$ cat config.mk
export PLATFORM = sky130hd
export DESIGN_NAME = sbox_session_controller
export DESIGN_NICKNAME = d
export VERILOG_FILES = /design/src/rtl/sbox_session_controller.sv
export SDC_FILE = /design/constraint.sdc
export NUM_CORES = 1
export LEC_CHECK = 0
export CORE_MARGIN = 2
export CORE_UTILIZATION = 39
export DETAILED_ROUTE_END_ITERATION = 10
export PLACE_DENSITY = 0.85
export SLEW_MARGIN = 10
export SYNTH_ARGS = -nofsm -noshare
export SYNTH_HDL_FRONTEND = slang
export SYNTH_SLANG_ARGS = --single-unit
$ cat constraint.sdc
create_clock -name clk -period 4.4 [get_ports clk]
set_input_delay 0.88 -clock clk [delete_from_list [all_inputs] [get_ports clk]]
set_output_delay 0.88 -clock clk [all_outputs]
set_load 0.05 [all_outputs]
$ cat src/rtl/sbox_session_controller.sv
// Session sequencer for a chaos-seeded S-box generator: seeds, warms up,
// generates with a timeout, and reports done/error with a success count.
module sbox_session_controller #(
    parameter int WARMUP  = 64,
    parameter int TIMEOUT = 4096
) (
    input  logic        clk,
    input  logic        reset,
    input  logic        start,
    input  logic        abort,
    input  logic [31:0] seed_x1,
    input  logic [31:0] seed_x2,
    input  logic [31:0] seed_x3,
    input  logic        sbox_ready,
    output logic        chaos_reset,
    output logic [31:0] chaos_x1_init,
    output logic [31:0] chaos_x2_init,
    output logic [31:0] chaos_x3_init,
    output logic        sbox_reset,
    output logic        sbox_enable_bar,
    output logic        busy,
    output logic        done,
    output logic        error,
    output logic [7:0]  gen_count
);

    typedef enum logic [2:0] {
        S_IDLE,
        S_SEED,
        S_WARMUP,
        S_GEN,
        S_DONE,
        S_ERROR
    } state_t;

    localparam bit          WARM_NONE = (WARMUP == 0);
    localparam logic [15:0] WARM_LAST = 16'((WARMUP > 0) ? WARMUP - 1 : 0);
    localparam logic [15:0] TO_LAST   = 16'(TIMEOUT - 1);

    // {chaos_reset, sbox_reset, sbox_enable_bar, busy, done, error}
    localparam logic [5:0] OUT_RST = 6'b111_000;

    state_t      state_q, state_d;
    logic [15:0] cnt_q, cnt_d;
    logic [31:0] x1_q, x1_d, x2_q, x2_d, x3_q, x3_d;
    logic [7:0]  gen_q, gen_d;
    logic [5:0]  out_q, out_d;
    logic        accept;

    always_comb begin
        state_d = state_q;
        cnt_d   = cnt_q;
        x1_d    = x1_q;
        x2_d    = x2_q;
        x3_d    = x3_q;
        gen_d   = gen_q;
        accept  = 1'b0;
        if (abort && state_q != S_IDLE) begin
            state_d = S_IDLE;
            cnt_d   = '0;
        end else begin
            case (state_q)
                S_IDLE, S_DONE, S_ERROR: begin
                    if (start) begin
                        accept  = 1'b1;
                        state_d = S_SEED;
                    end
                end
                S_SEED: begin
                    cnt_d   = '0;
                    state_d = WARM_NONE ? S_GEN : S_WARMUP;
                end
                S_WARMUP: begin
                    if (cnt_q == WARM_LAST) begin
                        state_d = S_GEN;
                        cnt_d   = '0;
                    end else begin
                        cnt_d = cnt_q + 16'd1;
                    end
                end
                S_GEN: begin
                    // ready beats a timeout landing on the same edge
                    if (sbox_ready) begin
                        state_d = S_DONE;
                        cnt_d   = '0;
                        if (gen_q != 8'hff) gen_d = gen_q + 8'd1;
                    end else if (cnt_q == TO_LAST) begin
                        state_d = S_ERROR;
                        cnt_d   = '0;
                    end else begin
                        cnt_d = cnt_q + 16'd1;
                    end
                end
                default: state_d = S_IDLE;
            endcase
        end
        if (accept) begin
            x1_d = seed_x1;
            x2_d = seed_x2;
            x3_d = seed_x3;
        end
    end

    // Outputs are registered, decoded from the state being entered
    always_comb begin
        case (state_d)
            S_IDLE:   out_d = OUT_RST;
            S_SEED:   out_d = 6'b111_100;
            S_WARMUP: out_d = 6'b011_100;
            S_GEN:    out_d = 6'b000_100;
            S_DONE:   out_d = 6'b101_010;
            S_ERROR:  out_d = 6'b111_001;
            default:  out_d = OUT_RST;
        endcase
    end

    always_ff @(posedge clk or posedge reset) begin
        if (reset) begin
            state_q <= S_IDLE;
            cnt_q   <= '0;
            x1_q    <= '0;
            x2_q    <= '0;
            x3_q    <= '0;
            gen_q   <= '0;
            out_q   <= OUT_RST;
        end else begin
            state_q <= state_d;
            cnt_q   <= cnt_d;
            x1_q    <= x1_d;
            x2_q    <= x2_d;
            x3_q    <= x3_d;
            gen_q   <= gen_d;
            out_q   <= out_d;
        end
    end

    assign chaos_reset     = out_q[5];
    assign sbox_reset      = out_q[4];
    assign sbox_enable_bar = out_q[3];
    assign busy            = out_q[2];
    assign done            = out_q[1];
    assign error           = out_q[0];
    assign chaos_x1_init   = x1_q;
    assign chaos_x2_init   = x2_q;
    assign chaos_x3_init   = x3_q;
    assign gen_count       = gen_q;

endmodule

==> reports/metrics.csv, run 1 <==
metric,value,unit
drtIter0Drc,198,
slew_viol_final,0,
place_congestion,0.870,
dp_hpwl,9540,µm
period_minus_slack,2.65,ns
clkTransAtPathRegs,0.06,ns
wl_per_cell,16.7,µm
finalCritPeriodShare,0.602,
hold_path_class,reg -> reg,
drive_above_1_share,0.255,
post-cts-setup-buffers,0,
relSlewSlack,0.461,
syn_area,5290,µm²
hold_buffers,0,
synth_area_per_cell,14.1,µm²
p_leak,3.37,nW
cp-start-kind,input port,
final-setup-viol-count,0,
firstDrtPassIters,4,
clk_latency,0.41,ns
slowest_delay,0.62,ns
grt_max_degree,68,
cts.sinks,129,
path_cells,clkdlybuf4s50_1 > nor2b_1 > o21ai_4 > buf_4 > mux2_2,
synth_edf_count,0,
wl,13000,µm
cp_top_family,buffers and inverters,
timing.setup.tns,0,ns
synth_seq_cells,129,
required,4.68,ns
die_area,14500,µm²
cts_tree,done,
ctsRootBufferMaster,clkbuf_16,
power_density,887,nW/µm²
ioPinCount,211,
place_ws,1.36,ns
crit_slowest_cell,clkdlybuf4s50_1,
ctsResizeCount,0,
regArea,3230,µm²
clk_path_buf_depth,2,
cp_num_buf_inv,2,
fmax,377,MHz
grt_use_total,0.182,
antenna_found_initial,0,
viasPerCell,4.88,
nets,695,
finClkSkew,0.0112,ns
ys_types,48,
antenna_left,0,
syn-num-nets,479,
yosysSeqAreaShare,0.611,
htreeDepth,4,
synth_cells,376,
fin_area,8130,µm²
arrival,2.93,ns
fillers,1031,
initial_core_util,0.399,
core-area,13200,µm²
die_h,120,µm
yosysWarnings,0,
worst_pin_slew,0.808,ns
cts_made_buffers,17,
synth_top_area_frac,0.596,
die_w,120,µm
placed_area,7560,µm²
grt_pass1_wl,20500,µm
drv_cap,0,
cp-end-kind,flip-flop,
synth_top_cell_by_area,dfrtp_1,
port_buffers,210,
cp_max_fo,60,
multi_input_area,1950,µm²
area_growth_syn_to_layout,53.7,%
outcome,completed,
ir_worst_vdd,0.410,mV
antennaDiodeCount,0,
setup_slack,1.75,ns
synth_area_leaders,"dfrtp_1 (60%), mux2_2 (21%), xnor2_1 (1.7%)",
worstSetupPathType,in -> reg,
rows,42,
first_global_vias,4047,
rsz0062_at_grt,false,
drc,0,
grt_overflow,0,
hold_violations,0,
synth_top_flop_cell,dfrtp_1,
async_reset_ff_frac,1.00,
dr_total_vias,3814,
registers in the layout, summed over array words and instances, names as in the netlist:
name	count
state_q	3
chaos_x1_init	32
out_q	6
chaos_x2_init	32
chaos_x3_init	32
gen_count	8
cnt_q	16
where the power goes:
| part | total [mW] | switching (mW) | internal, mW |
|---|---|---|---|
| registers | 2.00 | 0.292 | 1.71 |
| logic | 3.89 | 2.44 | 1.44 |
| clock network | 1.33 | 0.501 | 0.829 |
synth_stat cells, types with 3 or more instances:
cell and instances:
a21oi_1 11, dfstp_2 3, xnor2_1 10, nor2_1 10, dfrtp_1 126, nand3_1 7, o22ai_1 3, and3_1 3
o21ai_2 4, buf_4 5, buf_2 9, nor3_1 6, nor2b_1 3, nand2_1 18, o21ai_0 4, mux2_2 97
nand4_1 8, xor2_1 9, inv_1 6
worst reg2reg max path: cells and delay by family, from the launching register on:
kind | cells | cell delay, ns
muxes | 1 | 0.48
and+or+nand+nor | 1 | 0.26
AOI/OAI and AO/OA | 1 | 0.18
buffers and inverters | 1 | 0.61
DFF | 1 | 0.50
per-layer routing:
layer  track usage  part of all wire  vias to the layer above
met5             0                 0                        -
met4        0.0603             0.015                        0
met3        0.0660             0.072                       18
met2         0.321              0.52                      144
met1         0.203              0.39                     1884
li1              -                 -                     1768
area by class of cell:
type	count	area share
Timing Repair Buffer	213	0.263
Clock inverter	14	0.0172
Clock buffer	18	0.0528
Tap cell	176	0.0271
Sequential cell	129	0.397
Multi-Input combinational cell	225	0.240
Inverter	6	0.00308
through the flow:
stage	hold slack, ns	power [mW]	instances	utilization
3_3_place_gp	0.486	5.81	749	0.571
2_1_floorplan	0.485	4.61	376	-
4_1_cts	0.502	7.28	781	0.614
3_5_place_dp	0.485	5.92	749	0.571
5_1_grt	0.513	7.53	781	0.614
6_report	0.500	7.21	781	0.614
final timing paths:
check	startpoint	endpoint	slack [ns]	cells after the start
max	abort	chaos_x2_init[17]	1.75	5
min	gen_count[4]	gen_count[4]	0.50	1
max reg2reg	state_q[2]	chaos_x2_init[17]	2.25	4
min reg2reg	gen_count[4]	gen_count[4]	0.50	1
max in group asynchronous	reset	out_q[3]	2.55	3
min in group asynchronous	reset	chaos_x3_init[31]	0.97	2
logic make-up after synthesis:
kind of cell,Yosys count,share of synthesized area
AO/OA/AOI/OAI,31,0.0386
XOR/XNOR,19,0.0315
adder cells (fa/ha/maj),2,0.00473
buffers and inverters,22,0.0227
flip-flops,129,0.611
multiplexers,98,0.208
AND/OR/NAND/NOR,75,0.0830
cells in the final DEF, fill, tap and decap left out, types with 3 or more instances in the layout:
master	count
xnor2_1	10
inv_1	5
clkinvlp_4	5
mux2_2	97
nand2_1	18
nor3_1	6
a21oi_1	11
o22ai_1	3
clkbuf_16	17
clkinv_2	5
nand4_1	8
clkdlybuf4s50_1	210
xor2_1	9
nand3_1	7
o21ai_2	4
nor2b_1	3
o21ai_0	4
dfrtp_1	126
dfstp_2	3
nor2_1	10
and3_1	3
(Power assumes the default switching activity.)
==> inputs of run 2 (changes only) <==
--- a/config.mk
+++ b/config.mk
@@ -6,9 +6,9 @@
 export NUM_CORES = 1
 export LEC_CHECK = 0
 export CORE_MARGIN = 2
-export CORE_UTILIZATION = 39
+export CORE_UTILIZATION = 43
 export DETAILED_ROUTE_END_ITERATION = 10
-export PLACE_DENSITY = 0.85
+export PLACE_DENSITY = 0.89
 export SLEW_MARGIN = 10
 export SYNTH_ARGS = -nofsm -noshare
 export SYNTH_HDL_FRONTEND = slang
==> constraint.sdc (replaced) <==
create_clock -name clk -period 2.44 [get_ports clk]
set_input_delay 0.488 -clock clk [delete_from_list [all_inputs] [get_ports clk]]
set_output_delay 0.488 -clock clk [all_outputs]
set_load 0.05 [all_outputs]
==> run 2 against run 1 <==
Compared with the run above: sequential share of layout area fell by 0.32 points; design area rose by 0.80%; largest power group unchanged; non-clock buffer count rose by 9; utilization rose by 6.8 points; setup slack got worse by 1.5 ns; first-iteration DRC count rose by 11%; critical path type is now reg -> out.
==> reports/metrics.csv, run 2 (synthesis results as in run 1) <==
metric,value,unit,change
drc,0,,unchanged
die_w,115,µm,-4.6%
hold_buffers,0,,unchanged
relSlewSlack,0.575,,+0.113
cp_num_buf_inv,1,,-1
ir_worst_vdd,0.747,mV,+82%
ctsResizeCount,0,,unchanged
cts.sinks,129,,unchanged
outcome,completed,,
hold_violations,0,,unchanged
final-setup-viol-count,0,,unchanged
rows,40,,-4.8%
port_buffers,210,,unchanged
hold_path_class,in -> async,,
path_cells,clkdlybuf4s50_1,,
rsz0062_at_grt,false,,
timing.setup.tns,0,ns,unchanged
drv_cap,0,,unchanged
grt_overflow,0,,unchanged
wl_per_cell,17.5,µm,+4.8%
dp_hpwl,9820,µm,+3.0%
first_global_vias,3999,,-1.2%
cp-start-kind,flip-flop,,
worstSetupPathType,reg -> out,,
rr_endpoint,cnt_q[13],,
htreeDepth,4,,unchanged
critical_path_depth,1,,-4
grt_use_total,0.201,,+0.0194
dr_total_vias,3835,,+0.55%
crit_slowest_cell,clkdlybuf4s50_1,,
slowest_delay,0.81,ns,+0.19 ns
placed_area,7640,µm²,+1.1%
core-area,12000,µm²,-9.3%
period_minus_slack,2.23,ns,
cp_top_family,buffers and inverters,,
fin_area,8200,µm²,+0.80%
drtIter0Drc,220,,+11%
finalPower,13.1,mW,+82%
grt_max_degree,41,,-40%
final_cell_mix,"clkdlybuf4s50_1 (210), dfrtp_1 (126), mux2_2 (97), nand2_1 (18), clkbuf_16 (17)",,
cts_tree,done,,
finalCritPeriodShare,0.912,,
required,1.95,ns,-2.73 ns
ioPinCount,211,,unchanged
die_area,13200,µm²,-9.0%
initial_core_util,0.440,,+0.0409
fillers,842,,-18%
place_congestion,0.786,,-9.7%
power_density,1600,nW/µm²,+80%
clk_latency,0.41,ns,about the same
finClkSkew,0.00679,ns,-0.00437 ns
clkTransAtPathRegs,0.05,ns,about the same
clk_path_buf_depth,2,,unchanged
grt_pass1_wl,20400,µm,-0.27%
wl,13300,µm,+2.0%
arrival,1.74,ns,-1.19 ns
p_leak,3.43,nW,+1.9%
firstDrtPassIters,4,,unchanged
worst_pin_slew,0.633,ns,-0.175 ns
antenna_found_initial,0,,unchanged
die_h,115,µm,-4.6%
r2r_cells,5,,+1
cp_max_fo,1,,-98%
finish.utilization,0.682,,+0.0684
area_growth_syn_to_layout,55.0,%,
drive_above_1_share,0.263,,+0.00810
post-cts-setup-buffers,0,,unchanged
place_ws,0.144,ns,-1.22 ns
r2r_start,cnt_q[12],,
viasPerCell,5.05,,+3.3%
cp-end-kind,output pin,,
nets,704,,+1.3%
layout_commonest_cell,clkdlybuf4s50_1,,
fmax,449,MHz,
slew_viol_final,0,,unchanged
cts_made_buffers,17,,unchanged
regArea,3230,µm²,unchanged
ctsRootBufferMaster,clkbuf_16,,
rrSetupSlack,0.34,ns,-1.91 ns
multi_input_area,1950,µm²,unchanged
setup_slack,0.214,ns,-1.54 ns
antennaDiodeCount,0,,unchanged
antenna_left,0,,unchanged
## run 2: changes by cell type in the layout (fill, tap and decap cells not counted), sizes merged
cell | before | now
clkbuf | 18 | 19
buf | 3 | 12
clkinvlp | 5 | 3
clkinv | 5 | 8
inv | 8 | 5
## run 2: how the worst max path moves through the flow
stage               startpoint          endpoint  slack (ns)
floorplan                reset  chaos_x1_init[0]        0.36
global placement    sbox_ready         cnt_q[13]        0.25
detailed placement  sbox_ready         cnt_q[13]        0.14
CTS                   out_q[5]       chaos_reset        0.18
global route          out_q[4]        sbox_reset        0.16
finish                out_q[5]       chaos_reset        0.21
## run 2: layout make-up
type | count | share of cell area
clock buffer | 19 | 0.0528
clock inverter | 12 | 0.0145
inverter | 6 | 0.00321
multi-input combinational | 225 | 0.238
sequential | 129 | 0.394
tap | 147 | 0.0224
timing repair buffer | 222 | 0.275
## run 2: per-stage QoR
stage / hold slack [ns] / cells
after global routing: 0.515 / 760
after CTS: 0.485 / 760
final: 0.475 / 760
after global placement: 0.479 / 729
after detailed placement: 0.484 / 729
after floorplan: 0.485 / 376
## run 2: where the power goes
group	leakage (nW)	switching, mW	internal, mW
clock network	0.272	0.883	1.48
registers	1.57	0.555	3.08
logic	1.59	4.43	2.70
total	3.43	5.86	7.26
## run 2: layer usage
| layer | routed length (µm) | vias to the layer above | global-route usage |
|---|---|---|---|
| met5 | 0 | - | 0 |
| met3 | 872 | 23 | 0.0617 |
| met4 | 255 | 0 | 0.0795 |
| met1 | 5110 | 1892 | 0.225 |
| li1 | - | 1778 | - |
| met2 | 7050 | 142 | 0.359 |
